==> src/rtl/satatrn_rxfisroute.sv <==
// SATA transport-layer receive FIS router.
// Splits the link-layer FIS word stream into two paths:
//   - register FISes go through a commit/rollback FIFO, so a consumer only
//     ever sees complete, error-free FISes;
//   - data FISes lose their header word and stream through a one-word
//     output register with back-pressure.
// Optional statistics counters are enabled by defining RXFISROUTE_STATS_EN;
// with the macro undefined the counters are tied to zero.
module satatrn_rxfisroute #(
  parameter int unsigned LGFIFO   = 5,
  parameter int unsigned MAXREGW  = 7,
  parameter logic [7:0]  FIS_DATA = 8'h46
) (
  input  logic        i_clk,
  input  logic        i_reset,
  // Link-layer input stream
  input  logic        i_valid,
  input  logic [31:0] i_data,
  input  logic        i_last,
  output logic        o_ready,
  input  logic        i_err,
  // Committed register-FIS stream
  output logic        o_reg_valid,
  output logic [31:0] o_reg_data,
  output logic        o_reg_last,
  input  logic        i_reg_ready,
  // Data-FIS payload stream
  output logic        o_data_valid,
  output logic [31:0] o_data_data,
  output logic        o_data_last,
  input  logic        i_data_ready,
  // Event pulses
  output logic        o_data_abort,
  output logic        o_drop,
  // Statistics
  output logic [15:0] o_reg_count,
  output logic [15:0] o_data_count,
  output logic [15:0] o_drop_count
);

  localparam int unsigned Depth = 2 ** LGFIFO;
  localparam int unsigned CW    = $clog2(MAXREGW + 1) + 1;

  localparam logic [LGFIFO:0] PtrOne = {{LGFIFO{1'b0}}, 1'b1};
  localparam logic [CW-1:0]   CntOne = {{(CW-1){1'b0}}, 1'b1};
  localparam logic [CW-1:0]   CntMax = CW'(MAXREGW);

  typedef enum logic [1:0] {StIdle, StReg, StData, StDrop} state_e;

  state_e state_q, state_d;

  // Pointers carry one extra bit to tell full from empty.
  logic [LGFIFO:0] wr_ptr_q, wr_ptr_d;
  logic [LGFIFO:0] cm_ptr_q, cm_ptr_d;
  logic [LGFIFO:0] rd_ptr_q, rd_eff;
  logic [CW-1:0]   reg_cnt_q, reg_cnt_d;

  logic [32:0] mem_q [Depth];

  logic        accept, rd_pop, fifo_full;
  logic        mem_we, data_ld, commit, data_end;
  logic        drop_d, drop_q, abort_d, abort_q;
  logic        dv_q, dv_d, dl_q, dl_d;
  logic [31:0] dd_q, dd_d;

  assign o_ready = (state_q == StData) ? (!dv_q || i_data_ready) : 1'b1;
  assign accept  = i_valid && o_ready;

  // Only committed words are visible to the register consumer.
  assign o_reg_valid              = (rd_ptr_q != cm_ptr_q);
  assign {o_reg_last, o_reg_data} = mem_q[rd_ptr_q[LGFIFO-1:0]];
  assign rd_pop                   = o_reg_valid && i_reg_ready;

  // A pop in this cycle frees its slot for a simultaneous write.
  assign rd_eff    = rd_ptr_q + (rd_pop ? PtrOne : '0);
  assign fifo_full = (wr_ptr_q[LGFIFO] != rd_eff[LGFIFO]) &&
                     (wr_ptr_q[LGFIFO-1:0] == rd_eff[LGFIFO-1:0]);

  assign o_data_valid = dv_q;
  assign o_data_data  = dd_q;
  assign o_data_last  = dl_q;
  assign o_drop       = drop_q;
  assign o_data_abort = abort_q;

  // Routing FSM: next state, FIFO pointer updates and event causes.
  always_comb begin
    state_d   = state_q;
    wr_ptr_d  = wr_ptr_q;
    cm_ptr_d  = cm_ptr_q;
    reg_cnt_d = reg_cnt_q;
    mem_we    = 1'b0;
    data_ld   = 1'b0;
    commit    = 1'b0;
    data_end  = 1'b0;
    drop_d    = 1'b0;
    abort_d   = 1'b0;

    if (i_err) begin
      // Abort wins over any word presented in the same cycle.
      case (state_q)
        StReg: begin
          wr_ptr_d = cm_ptr_q;
          drop_d   = 1'b1;
        end
        StData:  abort_d = 1'b1;
        default: ;
      endcase
      state_d = StIdle;
    end else if (accept) begin
      case (state_q)
        StIdle: begin
          if (i_data[7:0] == FIS_DATA) begin
            // Data header is consumed here; payload follows.
            if (i_last) data_end = 1'b1;
            else        state_d  = StData;
          end else if (fifo_full) begin
            drop_d  = 1'b1;
            state_d = i_last ? StIdle : StDrop;
          end else begin
            mem_we    = 1'b1;
            wr_ptr_d  = wr_ptr_q + PtrOne;
            reg_cnt_d = CntOne;
            if (i_last) begin
              cm_ptr_d = wr_ptr_q + PtrOne;
              commit   = 1'b1;
            end else begin
              state_d = StReg;
            end
          end
        end
        StReg: begin
          if (fifo_full || (reg_cnt_q >= CntMax)) begin
            wr_ptr_d = cm_ptr_q;
            drop_d   = 1'b1;
            state_d  = i_last ? StIdle : StDrop;
          end else begin
            mem_we    = 1'b1;
            wr_ptr_d  = wr_ptr_q + PtrOne;
            reg_cnt_d = reg_cnt_q + CntOne;
            if (i_last) begin
              cm_ptr_d = wr_ptr_q + PtrOne;
              commit   = 1'b1;
              state_d  = StIdle;
            end
          end
        end
        StData: begin
          data_ld = 1'b1;
          if (i_last) begin
            data_end = 1'b1;
            state_d  = StIdle;
          end
        end
        StDrop: begin
          if (i_last) state_d = StIdle;
        end
        default: state_d = StIdle;
      endcase
    end
  end

  // Data output register: load on accept, otherwise drain on ready.
  always_comb begin
    dv_d = dv_q;
    dd_d = dd_q;
    dl_d = dl_q;
    if (data_ld) begin
      dv_d = 1'b1;
      dd_d = i_data;
      dl_d = i_last;
    end else if (i_data_ready) begin
      dv_d = 1'b0;
    end
  end

  // FIFO storage; contents are meaningless until committed, so no reset.
  always_ff @(posedge i_clk) begin
    if (mem_we) mem_q[wr_ptr_q[LGFIFO-1:0]] <= {i_last, i_data};
  end

  // State, pointers, output register and event pulses.
  always_ff @(posedge i_clk) begin
    if (i_reset) begin
      state_q   <= StIdle;
      wr_ptr_q  <= '0;
      cm_ptr_q  <= '0;
      rd_ptr_q  <= '0;
      reg_cnt_q <= '0;
      dv_q      <= 1'b0;
      dd_q      <= '0;
      dl_q      <= 1'b0;
      drop_q    <= 1'b0;
      abort_q   <= 1'b0;
    end else begin
      state_q   <= state_d;
      wr_ptr_q  <= wr_ptr_d;
      cm_ptr_q  <= cm_ptr_d;
      rd_ptr_q  <= rd_eff;
      reg_cnt_q <= reg_cnt_d;
      dv_q      <= dv_d;
      dd_q      <= dd_d;
      dl_q      <= dl_d;
      drop_q    <= drop_d;
      abort_q   <= abort_d;
    end
  end

`ifdef RXFISROUTE_STATS_EN
  logic [15:0] reg_count_q, data_count_q, drop_count_q;

  // Saturating event counters.
  always_ff @(posedge i_clk) begin
    if (i_reset) begin
      reg_count_q  <= '0;
      data_count_q <= '0;
      drop_count_q <= '0;
    end else begin
      if (commit && (reg_count_q != 16'hFFFF))    reg_count_q  <= reg_count_q + 16'd1;
      if (data_end && (data_count_q != 16'hFFFF)) data_count_q <= data_count_q + 16'd1;
      if (drop_q && (drop_count_q != 16'hFFFF))   drop_count_q <= drop_count_q + 16'd1;
    end
  end

  assign o_reg_count  = reg_count_q;
  assign o_data_count = data_count_q;
  assign o_drop_count = drop_count_q;
`else
  logic unused_stats;
  assign unused_stats = ^{commit, data_end};

  assign o_reg_count  = 16'd0;
  assign o_data_count = 16'd0;
  assign o_drop_count = 16'd0;
`endif

endmodule

==> config.mk <==
export PLATFORM = sky130hd
export DESIGN_NAME = satatrn_rxfisroute
export DESIGN_NICKNAME = d
export VERILOG_FILES = /design/src/rtl/satatrn_rxfisroute.sv
export SDC_FILE = /design/constraint.sdc
export NUM_CORES = 1
export LEC_CHECK = 0
export ABC_CLOCK_PERIOD_IN_PS = 5900
export BUFFER_PORTS_ARGS = -buffer_cell sky130_fd_sc_hd__buf_4
export CAP_MARGIN = 20
export CORE_UTILIZATION = 40
export DETAILED_ROUTE_END_ITERATION = 7
export SYNTH_ARGS = -nofsm -noshare
export SYNTH_HDL_FRONTEND = slang
export SYNTH_SLANG_ARGS = --single-unit
==> constraint.sdc <==
create_clock -name i_clk -period 5.9 [get_ports i_clk]
set_input_delay 1.18 -clock i_clk [delete_from_list [all_inputs] [get_ports i_clk]]
set_output_delay 1.18 -clock i_clk [all_outputs]
set_load 0.05 [all_outputs]
======== Yosys cells after proc, flatten, opt, wreduce, memory -nomap -nowiden ========
Memories as Yosys holds them, arrays and structs flattened. A register that Yosys moved wholly into a read port is not among the register bits.
Index checks and enable logic that the tools add are counted.
cells by class
  bitwise operators ....................... 1
  add/subtract/negate cells ............... 3
  $lt $le $gt $ge ......................... 1
  reduce and logical (&&, ||, !) cells .... 16
  mux-type cells .......................... 47
  equality and inequality tests ........... 15
operator list
  operator             number
  $mux 6               10
  $pmux 6 s2           2
  $mux 1               20
  $mux 2               7
  $mux 4               3
  $ne 3x3->1 const B   4
  $eq 8x7->1 const B   1
  $pmux 4 s2           1
  $add 6x1->6          1
  $add 6x1->6 const B  1
  $ne 2x2->1 const B   3
  $ne 6x6->1           1
  $pmux 2 s3           1
  $reduce_and 6->1     1
  $reduce_bool 2->1    3
  $reduce_or 2->1      3
  $eq 5x5->1           1
  $mux 5               1
  $reduce_and 5->1     1
  $add 4x1->4 const B  1
  $eq 2x2->1 const B   2
  $ge 4x3->1 const B   1
  $pmux 1 s2           2
  $logic_and 1x1->1    3
  8 further kinds      9
word-level totals
  register bits after elaboration ......... 60
  memories kept ........................... 1
  logic and storage cells ................. 94
  output and inout port bits .............. 119
  bits of input ports ..................... 39
  RAM bits ................................ 1,056
memory list
  name   depth  width  read ports  clocked after memory_dff  wr ports  line  text
  mem_q  32     33     1           1                         1         58    logic [32:0] mem_q [Depth];

======== Longest topological paths before layout ========
Gate-level depths: netlist of the first run.
  word-level depth ........................ 13
  depth in mapped cells ................... 19
  mapped depth without buffers ............ 13

======== Least setup slack after synthesis of the first run ========
No wires, ideal clock.
  kind .................................... register -> register
  from .................................... reg rd_ptr_q[0]
  to ...................................... mem mem_q[31][0], enable pin
  setup time .............................. 423 ps
  period minus slack after synthesis ...... 5,815 ps
  path buffers ............................ 6
  arrival ................................. 5,392 ps
  stages on the path, launching flop included .. 20
  setup slack ............................. 85 ps
  cells stage by stage .................... dfxtp_1 > buf_2 > buf_6 > buf_6 > buf_4 > buf_4 > xor2_1 > nor4_1 > nand3_1 > and2_1 > ha_1 > ha_1 > xor2_1 > and2_1 > o2111a_1 > o21a_2 > nor3_2 > buf_4 > nand2_2 > nor2_1
between the ends
  cells in the longest elaborated chain, start to end .. 13
  elaborated cells on any way between the ends .. 16
  those cells by class .................... 1 x add/sub; 3 x eq/ne; 9 x mux; 3 x reduce/logical
ends and longest elaborated chain
  element                                            line      text
  start, declared                                    55        logic [LGFIFO:0] rd_ptr_q, rd_eff;
  start signal, assigned                             198       rd_ptr_q <= rd_eff;
  $ne 6x6->1 *                                       70        assign o_reg_valid = (rd_ptr_q != cm_ptr_q);
  net o_reg_valid                                    23        output logic o_reg_valid,
  $logic_and 1x1->1 *                                72        assign rd_pop = o_reg_valid && i_reg_ready;
  $mux 1 *                                           75        assign rd_eff = rd_ptr_q + (rd_pop ? PtrOne : '0);
  $add 6x1->6 *                                      75
  $eq 5x5->1 / $ne 1x1->1 (equally long branches)    77, 76
  $logic_and 1x1->1 *                                76        assign fifo_full = (wr_ptr_q[LGFIFO] != rd_eff[LGFIFO]) &&
  $mux 1 / $logic_or 1x1->1 (equally long branches)  116, 132
  $mux 1 (on tied branches)                          112, 132
  $pmux 1 s2 *                                       110       case (state_q)
  $mux 1 *                                           109       end else if (accept) begin
  $mux 1 *                                           98        if (i_err) begin
  $mux 1 *                                           178       if (mem_we) mem_q[wr_ptr_q[LGFIFO-1:0]] <= {i_last, i_data};
  $mux 1 (implied by the code) *                     178
  end, declared                                      58
Mark *: on every way through the listed nets, which the timed path passes. The rest lies on a longest branch.

==> metrics.txt, run 1 <==
CP Max Fanout=37; CTS tree=built; Worst path max stage delay=670 ps; vias in the first global route=21760; grt total ovfl=0; Cell Chain, Critical Path=buf_4 > buf_4 > mux2i_1 > o221ai_1 > nand2_1 > nand2_1 > o221ai_1 > o21ai_0 > buf_4; post-layout power=0.01672 W; Setup violations, final=0; Async S/R FF share, synth=0%; vias per inst=5.702; Synth-to-Final Area Change=14.42%; hold-fix buffers at CTS=0; period utilization=91.17%; setup TNS=0 ps; first-pass GRT wire length=156100 µm; Initial Utilization=40.41%; startpoint types=flip-flop; top post-synthesis cells by count=edfxtp_1, mux4_2, nand2_1, mux2i_1, buf_4; Syn Inst Count=2105; Die ar.=0.1096 mm²; CP Class=reg -> out; required time of the critical path=4720 ps; Worst slew margin=32.19%; Synth Register Bits=1116; Setup crit end kind=output pin; final worst path period need=5379 ps; CORE AREA=0.1072 mm²; ys flop type=edfxtp_1; Die W=331.1 µm; multi-input gate area in the final layout=0.009871 mm²; pin count of the biggest net entering global routing=140; share of layout cells above drive strength 1=27.18%; CTS-repair resized insts=0; DR iter-0 viols=2219; Mapped Area=0.04332 mm²; largest cells by area after synthesis=edfxtp_1, mux4_2, dfxtp_1; Inserted Clock Buffers=109; EDFF count, synth=1056; most used cell, CP=buf_4; root buf cell=clkbuf_16; Critical-path top delay cell=buf_4; Pre-Repair DR Iteration Count=5; GRT Total Usage=20.07%; IO Port Bufs=109; CTS Sinks=1116; Cell variety after synth=56; Tightest Pin Transition=1017 ps; I/O Pins=158; CP delay by family, top=buffers and inverters; fillers=8920; RSZ-0062 raised after global routing=false; clk_skew=31.99 ps; Syn Area/Cell=20.58 µm²; # DRC=0; Hold Vio Cnt, Final=0; Vias=21560; area leader, netlist=edfxtp_1; Std-Cell Rows=120; Pwr per Cell Area=337.4 mW/mm²; CP Buf/Inv Count=3; register area share after synthesis=75.98%; Worst VDD drop=0.0002507 V; postcts setup bufs=0; Hold Path Class=reg -> reg; most frequent cell after synthesis=edfxtp_1; fin. max-slew vios=0; Leakage=15.10 nW; routed len/inst=28.89 µm; Placer Congestion=0.8162; sequential cell area=0.03293 mm²; CP arrival=4200 ps; Max Clock Freq=185.9 MHz; Clk pin slew, worst setup/hold paths=60 ps; status=complete, no violations; Final ANT Viol Nets=0; post-detail-place hpwl=60140 µm; routed wire length=109200 µm; Yosys top cell area share=73.20%; die height=331.1 µm; initial antenna violation count=4; MaxCap Viol Count=0; Final nets=2328; YS warnings=0; H-tree depth=3; Clk Latency, worst-skew pair=710 ps; Bufs on Longest Clock Path=3
==> cell type report <==
| type | count | area share [%] |
|---|---|---|
| antenna | 1 | 0.005049 |
| clock buffer | 151 | 5.882 |
| clock inverter | 55 | 1.075 |
| inverter | 9 | 0.07321 |
| multi-input combinational | 864 | 19.92 |
| sequential | 1116 | 66.43 |
| tap | 1403 | 3.542 |
| timing repair buffer | 182 | 3.075 |
==> power by group <==
part	total (W)	switching, W	leakage [nW]	internal (W)
logic	0.00131	0.000783	3.46	0.000528
clock network	0.00669	0.00295	1.65	0.00374
registers	0.00872	0.0000236	9.99	0.00869
total	0.0167	0.00376	15.1	0.0130
==> flip-flops by register name, indices dropped and copies added, names as in the netlist <==
register / cells
o_data_data: 32
reg_cnt_q: 4
wr_ptr_q: 6
o_drop: 1
o_data_abort: 1
rd_ptr_q: 6
o_data_last: 1
mem_q: 1056
state_q: 2
o_data_valid: 1
cm_ptr_q: 6
==> layout by cell type (no fill, tap or decap), types with 3 or more instances in the layout <==
cell type   synthesis  layout
nor4_1              5       5
clkbuf_1           57      39
clkinv_1            0      25
o22ai_1            15      15
dfxtp_1            60      55
mux2i_1            95      95
o41ai_1             3       3
conb_1              1      48
nor2_4              0      32
mux2_2             18      18
o21ai_0            35      35
o221ai_1           60      60
inv_1               8       8
nand2b_1            4       3
nand3b_1            4       4
nand3_1            16      16
xnor2_1             8       8
and2_1              3       3
nand2_2             4       5
nor2_1             47      15
clkinv_2            0       9
mux4_2            255     255
nand2_1           125     124
nor2b_1             4       4
clkinv_4            0       3
xor2_1              8       8
a21oi_1            61      61
buf_12              0      11
edfxtp_1         1056    1056
clkbuf_8            0       3
bufinv_16           0       6
clkinvlp_4          0       4
a211oi_1            5       5
clkinv_8            0       3
ha_1                7       7
buf_4              65     170
dfxtp_4             0       3
clkbuf_16           0     109
or3_1               4       4
==> through the flow <==
step | hold slack (ps) | instances | util (%) | cell area (µm²) | setup WS [ps]
2_1_floorplan | 456.3 | 2152 | - | 43490 | 84.89
3_3_place_gp | 442.2 | 3573 | 42.99 | 46080 | 1193
3_5_place_dp | 450.6 | 3574 | 43.01 | 46110 | 1163
4_1_cts | 460.6 | 3780 | 46.23 | 49560 | 490.3
5_1_grt | 476.6 | 3780 | 46.23 | 49560 | 299.0
6_report | 457.5 | 3781 | 46.23 | 49560 | 521.3
==> worst paths after layout <==
kind / startpoint / end / slack [ps] / cells after the start
hold / removal: o_data_data[2] / o_data_data[2] / 460 / 2
setup / recovery: rd_ptr_q[0] / o_reg_data[26] / 520 / 9
setup reg to reg: rd_ptr_q[0] / mem_q[19][23] / 1310 / 15
hold reg to reg: o_data_data[2] / o_data_data[2] / 460 / 2
==> per-layer routing <==
| metal | up-vias | GRT usage, % | part of all wire (%) |
|---|---|---|---|
| met5 | - | 0 | 0.010 |
| met3 | 167 | 3.297 | 6.9 |
| li1 | 8974 | - | - |
| met1 | 11530 | 28.72 | 43 |
| met4 | 2 | 5.674 | 2.6 |
| met2 | 892 | 31.87 | 48 |
==> tightest hold or removal path, stage by stage (launching register included) <==
cell     delay (ps)
dfxtp_1         310
nand2_1          50
a21oi_1          50
==> logic make-up after synthesis <==
group | count (synthesis) | synth area share [%]
simple gates | 228 | 2.308
other cells | 1 | 0.008657
mux | 368 | 15.92
xor+xnor | 17 | 0.3755
fa+ha+maj | 7 | 0.2022
compound gates | 196 | 2.998
flops | 1116 | 75.98
buf+inv | 172 | 2.210
No activity file was read; power rests on OpenSTA's default activity.
==> run 2, diff against run 1 <==
--- a/config.mk
+++ b/config.mk
@@ -5,7 +5,7 @@
 export SDC_FILE = /design/constraint.sdc
 export NUM_CORES = 1
 export LEC_CHECK = 0
-export ABC_CLOCK_PERIOD_IN_PS = 5900
+export ABC_CLOCK_PERIOD_IN_PS = 4400
 export BUFFER_PORTS_ARGS = -buffer_cell sky130_fd_sc_hd__buf_4
 export CAP_MARGIN = 20
 export CORE_UTILIZATION = 40
==> constraint.sdc (replaced) <==
create_clock -name i_clk -period 4.4 [get_ports i_clk]
set_input_delay 0.88 -clock i_clk [delete_from_list [all_inputs] [get_ports i_clk]]
set_output_delay 0.88 -clock i_clk [all_outputs]
set_load 0.05 [all_outputs]
==> run 2 against run 1 <==
- cell count is 0.63% higher
- sequential cell count stayed put
- via count is 0.94% lower
- clock skew is 7.2 ps lower
- sequential share of layout area is 1.1 points lower
- largest power group unchanged
- critical path depth is 4 lower
==> metrics.txt, run 2 (synthesized netlist as in run 1, its figures left out) <==
Std-Cell Rows=120; most common cell after layout, fill and taps aside=edfxtp_1; grt total ovfl=0; CP Class=reg -> out; I/O Pins=158; Max Clock Freq=232.6 MHz; Vias=21360; CTS tree=built; Setup violations, final=0; Initial Utilization=40.41%; initial antenna violation count=4; post-layout power=0.02322 W; RSZ-0062 raised after global routing=true; CORE AREA=0.1072 mm²; final worst setup slack=101.3 ps; Inserted Clock Buffers=109; Worst slew margin=37.19%; Reg2Reg Setup Slack=460 ps; Worst VDD drop=0.0003077 V; Setup WS pre-CTS=504.0 ps; H-tree depth=3; MaxCap Viol Count=0; fillers=8832; first-pass GRT wire length=153400 µm; required time of the critical path=3520 ps; Final ANT Viol Nets=0; routed wire length=106100 µm; Hold Vio Cnt, Final=0; Setup crit end kind=output pin; Pwr per Cell Area=460.9 mW/mm²; Leakage=15.49 nW; IO Port Bufs=109; vias in the first global route=21800; Pre-Repair DR Iteration Count=5; period utilization=97.70%; Die ar.=0.1096 mm²; Bufs on Longest Clock Path=3; DR iter-0 viols=2282; GRT Total Usage=19.52%; hold-fix buffers at CTS=0; startpoint types=flip-flop; CP arrival=3420 ps; Final nets=2352; Placer Congestion=0.7869; Synth-to-Final Area Change=16.31%; root buf cell=clkbuf_16; Clk pin slew, worst setup/hold paths=60 ps; post-detail-place hpwl=61330 µm; clk_skew=24.83 ps; pin count of the biggest net entering global routing=99; final worst path period need=4299 ps; CP Max Fanout=42; routed len/inst=27.88 µm; multi-input gate area in the final layout=0.009977 mm²; vias per inst=5.613; CTS Sinks=1116; Tightest Pin Transition=941.1 ps; Hold Path Class=in -> reg; status=complete, no violations; Die W=331.1 µm; sequential cell area=0.03293 mm²; postcts setup bufs=0; most frequent cells in the layout=edfxtp_1, mux4_2, buf_4; fin. max-slew vios=0; number of flip-flops in the largest register=1056; Clk Latency, worst-skew pair=710 ps; die height=331.1 µm; share of layout cells above drive strength 1=29.30%; # DRC=0
run 2: cell types whose count changed in the layout (fill, tap and decap cells not counted), sizes merged, moves of 3 or more:
cell and change:
clkbuf -19, inv +3, buf +22, bufinv +11
run 2: layout make-up:
type,instances,share of cell area (%)
Sequential cell,1116,65.35
Timing Repair Buffer,206,3.854
Multi-Input combinational cell,864,19.80
Clock inverter,73,1.723
Antenna cell,3,0.01490
Inverter,9,0.07202
Clock buffer,131,5.699
Tap cell,1403,3.484
run 2: path summary, 6_finish.rpt:
| kind | end | depth (start not counted) | from |
|---|---|---|---|
| hold / removal | state_q[1] | 2 | i_err |
| setup reg to reg | mem_q[23][32] | 15 | rd_ptr_q[0] |
| setup / recovery | o_reg_data[10] | 5 | rd_ptr_q[0] |
| hold reg to reg | o_data_data[24] | 2 | o_data_data[24] |
run 2: repair_timing:
item	in CTS	in global routing
resized for setup	11	10
endpoints found under the setup margin	8	13
cloned	1	1
run 2: critical path, stage by stage, from the launching register on:
cell	delay (ps)
dfxtp_4	620
buf_16	320
mux4_2	610
mux4_2	560
mux2_2	340
buf_4	200
run 2: layer usage:
metal,wire length [µm],up-vias,part of all wire [%],global-route usage (%)
met5,13,-,0.012,0
met4,2078,2,2.0,4.497
met3,6893,130,6.5,3.046
met2,53040,782,50,32.69
met1,44050,11410,42,26.91
li1,-,9033,-,-
run 2: stage by stage:
step	util (%)	instance area [µm²]	hold slack (ps)	std cells	TNS, ps
6_report	47.00	50380	438.0	3805	0
5_1_grt	46.99	50380	416.9	3802	-29.49
4_1_cts	46.94	50320	392.7	3801	0
3_5_place_dp	43.38	46500	448.9	3596	0
3_3_place_gp	43.38	46500	443.1	3596	0
2_1_floorplan	-	43840	456.3	2152	0
run 2: report_power, final:
group          switching [W]  internal, W  total (W)
clock                0.00400      0.00568    0.00968
sequential         0.0000366       0.0117     0.0117
combinational        0.00108     0.000766    0.00185
==> run 3, diff against run 2 <==
--- a/config.mk
+++ b/config.mk
@@ -10,6 +10,7 @@
 export CAP_MARGIN = 20
 export CORE_UTILIZATION = 40
 export DETAILED_ROUTE_END_ITERATION = 7
+export MAX_ROUTING_LAYER = met4
 export SYNTH_ARGS = -nofsm -noshare
 export SYNTH_HDL_FRONTEND = slang
 export SYNTH_SLANG_ARGS = --single-unit
==> run 3 against run 2 <==
- setup slack better by 91 ps
- wire length about the same
- largest cell class unchanged
- sequential power about the same
- global-route usage up 0.62 points
- cell area about the same
==> metrics.txt, run 3 (synthesized netlist as in run 1, its figures left out) <==
Hold Vio Cnt, Final=0; required time of the critical path=3520 ps; IO Port Bufs=109; CORE AREA=0.1072 mm²; Final ANT Viol Nets=0; CTS tree=built; most frequent cells in the layout=edfxtp_1, mux4_2, buf_4; RR Startpoint=cm_ptr_q[4]; Inserted Clock Buffers=109; CTS Sinks=1116; Max Clock Freq=237.7 MHz; share of layout cells above drive strength 1=29.51%; Placer Congestion=0.7979; Cell Chain, Critical Path=buf_4 > buf_16 > mux4_2 > mux4_2 > mux2_2 > buf_4; Tightest Pin Transition=958.6 ps; min-delay src=i_err; Die ar.=0.1096 mm²; Pre-Repair DR Iteration Count=5; Critical-path top delay cell=mux4_2; CP Max Fanout=42; CP delay by family, top=multiplexers; Pwr per Cell Area=461.0 mW/mm²; setup TNS=0 ps; grt total ovfl=0; Final nets=2359; root buf cell=clkbuf_16; Std-Cell Rows=120; CP Buf/Inv Count=3; Clk pin slew, worst setup/hold paths=60 ps; Setup violations, final=0; number of flip-flops in the largest register=1056; I/O Pins=158; post-layout power=0.02325 W; clk_skew=26.50 ps; period utilization=95.63%; H-tree depth=3; GRT Total Usage=20.14%; routed len/inst=27.83 µm; pin count of the biggest net entering global routing=99; most common cell after layout, fill and taps aside=edfxtp_1; post-detail-place hpwl=61330 µm; CP Class=reg -> out; Die W=331.1 µm; RSZ-0062 raised after global routing=false; Synth-to-Final Area Change=16.41%; Setup crit end kind=output pin; Clk Latency, worst-skew pair=710 ps; Worst path max stage delay=610 ps; final worst path period need=4208 ps; Hold Path Class=in -> reg; initial antenna violation count=3; fin. max-slew vios=0; hold-fix buffers at CTS=0; routed wire length=106100 µm; Min Hold Slack=438.1 ps; vias per inst=5.615; Crit. Startpoint=rd_ptr_q[0]; CP arrival=3330 ps; MaxCap Viol Count=0; vias in the first global route=21770; Vias=21410; Initial Utilization=40.41%; status=complete, no violations; Worst slew margin=36.02%; DR iter-0 viols=2345; Bufs on Longest Clock Path=3; startpoint types=flip-flop; die height=331.1 µm; first-pass GRT wire length=153500 µm; # DRC=0; Leakage=15.52 nW; Worst VDD drop=0.0003076 V
-- run 3: area by class of cell --
cell class,count,area [µm²]
Clock buffer,131,2872
Fill cell,8832,56780
Multi-Input combinational cell,864,9970
Timing Repair Buffer,213,1992
Inverter,9,36.28
Tap cell,1403,1755
Sequential cell,1116,32930
Antenna cell,3,7.507
Clock inverter,73,868.3
-- run 3: report_power, final --
part,switching [W],total (W),internal (W)
clock network,0.00402,0.00969,0.00568
logic,0.00109,0.00187,0.000778
registers,0.0000252,0.0117,0.0117
-- run 3: path summary, 6_finish.rpt --
check	end	slack, ps	cells past startpoint
max	o_reg_data[10]	190	6
min	state_q[1]	440	2
max reg2reg	mem_q[23][32]	640	15
min reg2reg	o_data_data[24]	460	2
-- run 3: routing by layer --
metal | GRT usage, % | part of all wire (%) | vias to the layer above
met4 | 4.148 | 1.7 | 0
met5 | - | 0 | -
met1 | 26.95 | 42 | 11440
met3 | 3.016 | 6.3 | 128
li1 | - | - | 9044
met2 | 32.85 | 50 | 794
-- run 3: through the flow --
step | util [%] | setup WS (ps) | std cells | instance area [µm²]
detailed placement | 43.38 | 504.0 | 3596 | 46500
global route | 47.04 | 111.3 | 3811 | 50420
global placement | 43.38 | 517.1 | 3596 | 46500
floorplan | - | 0.6395 | 2152 | 43840
finish | 47.04 | 192.2 | 3812 | 50430
CTS | 46.94 | 0.1803 | 3801 | 50320
-- run 3: timing repair --
action / CTS / global route
gates cloned: 1 / 1
resized for setup: 11 / 4
endpoints found under the hold margin: 0 / 0
setup buffers: 0 / 7
endpoints found under the setup margin: 8 / 13
-- run 3: worst register-to-register path, cell delays in order (launching register included) --
cell and delay (ps):
dfxtp_1 330, xor2_1 160, nor4_1 340, nand3_2 110
and2_1 160, ha_2 190, ha_2 180, xor2_1 160
and2_1 230, o2111a_1 250, o21a_4 160, nor3_4 110
buf_4 310, nand2_8 180, nor2_4 140, buf_4 380
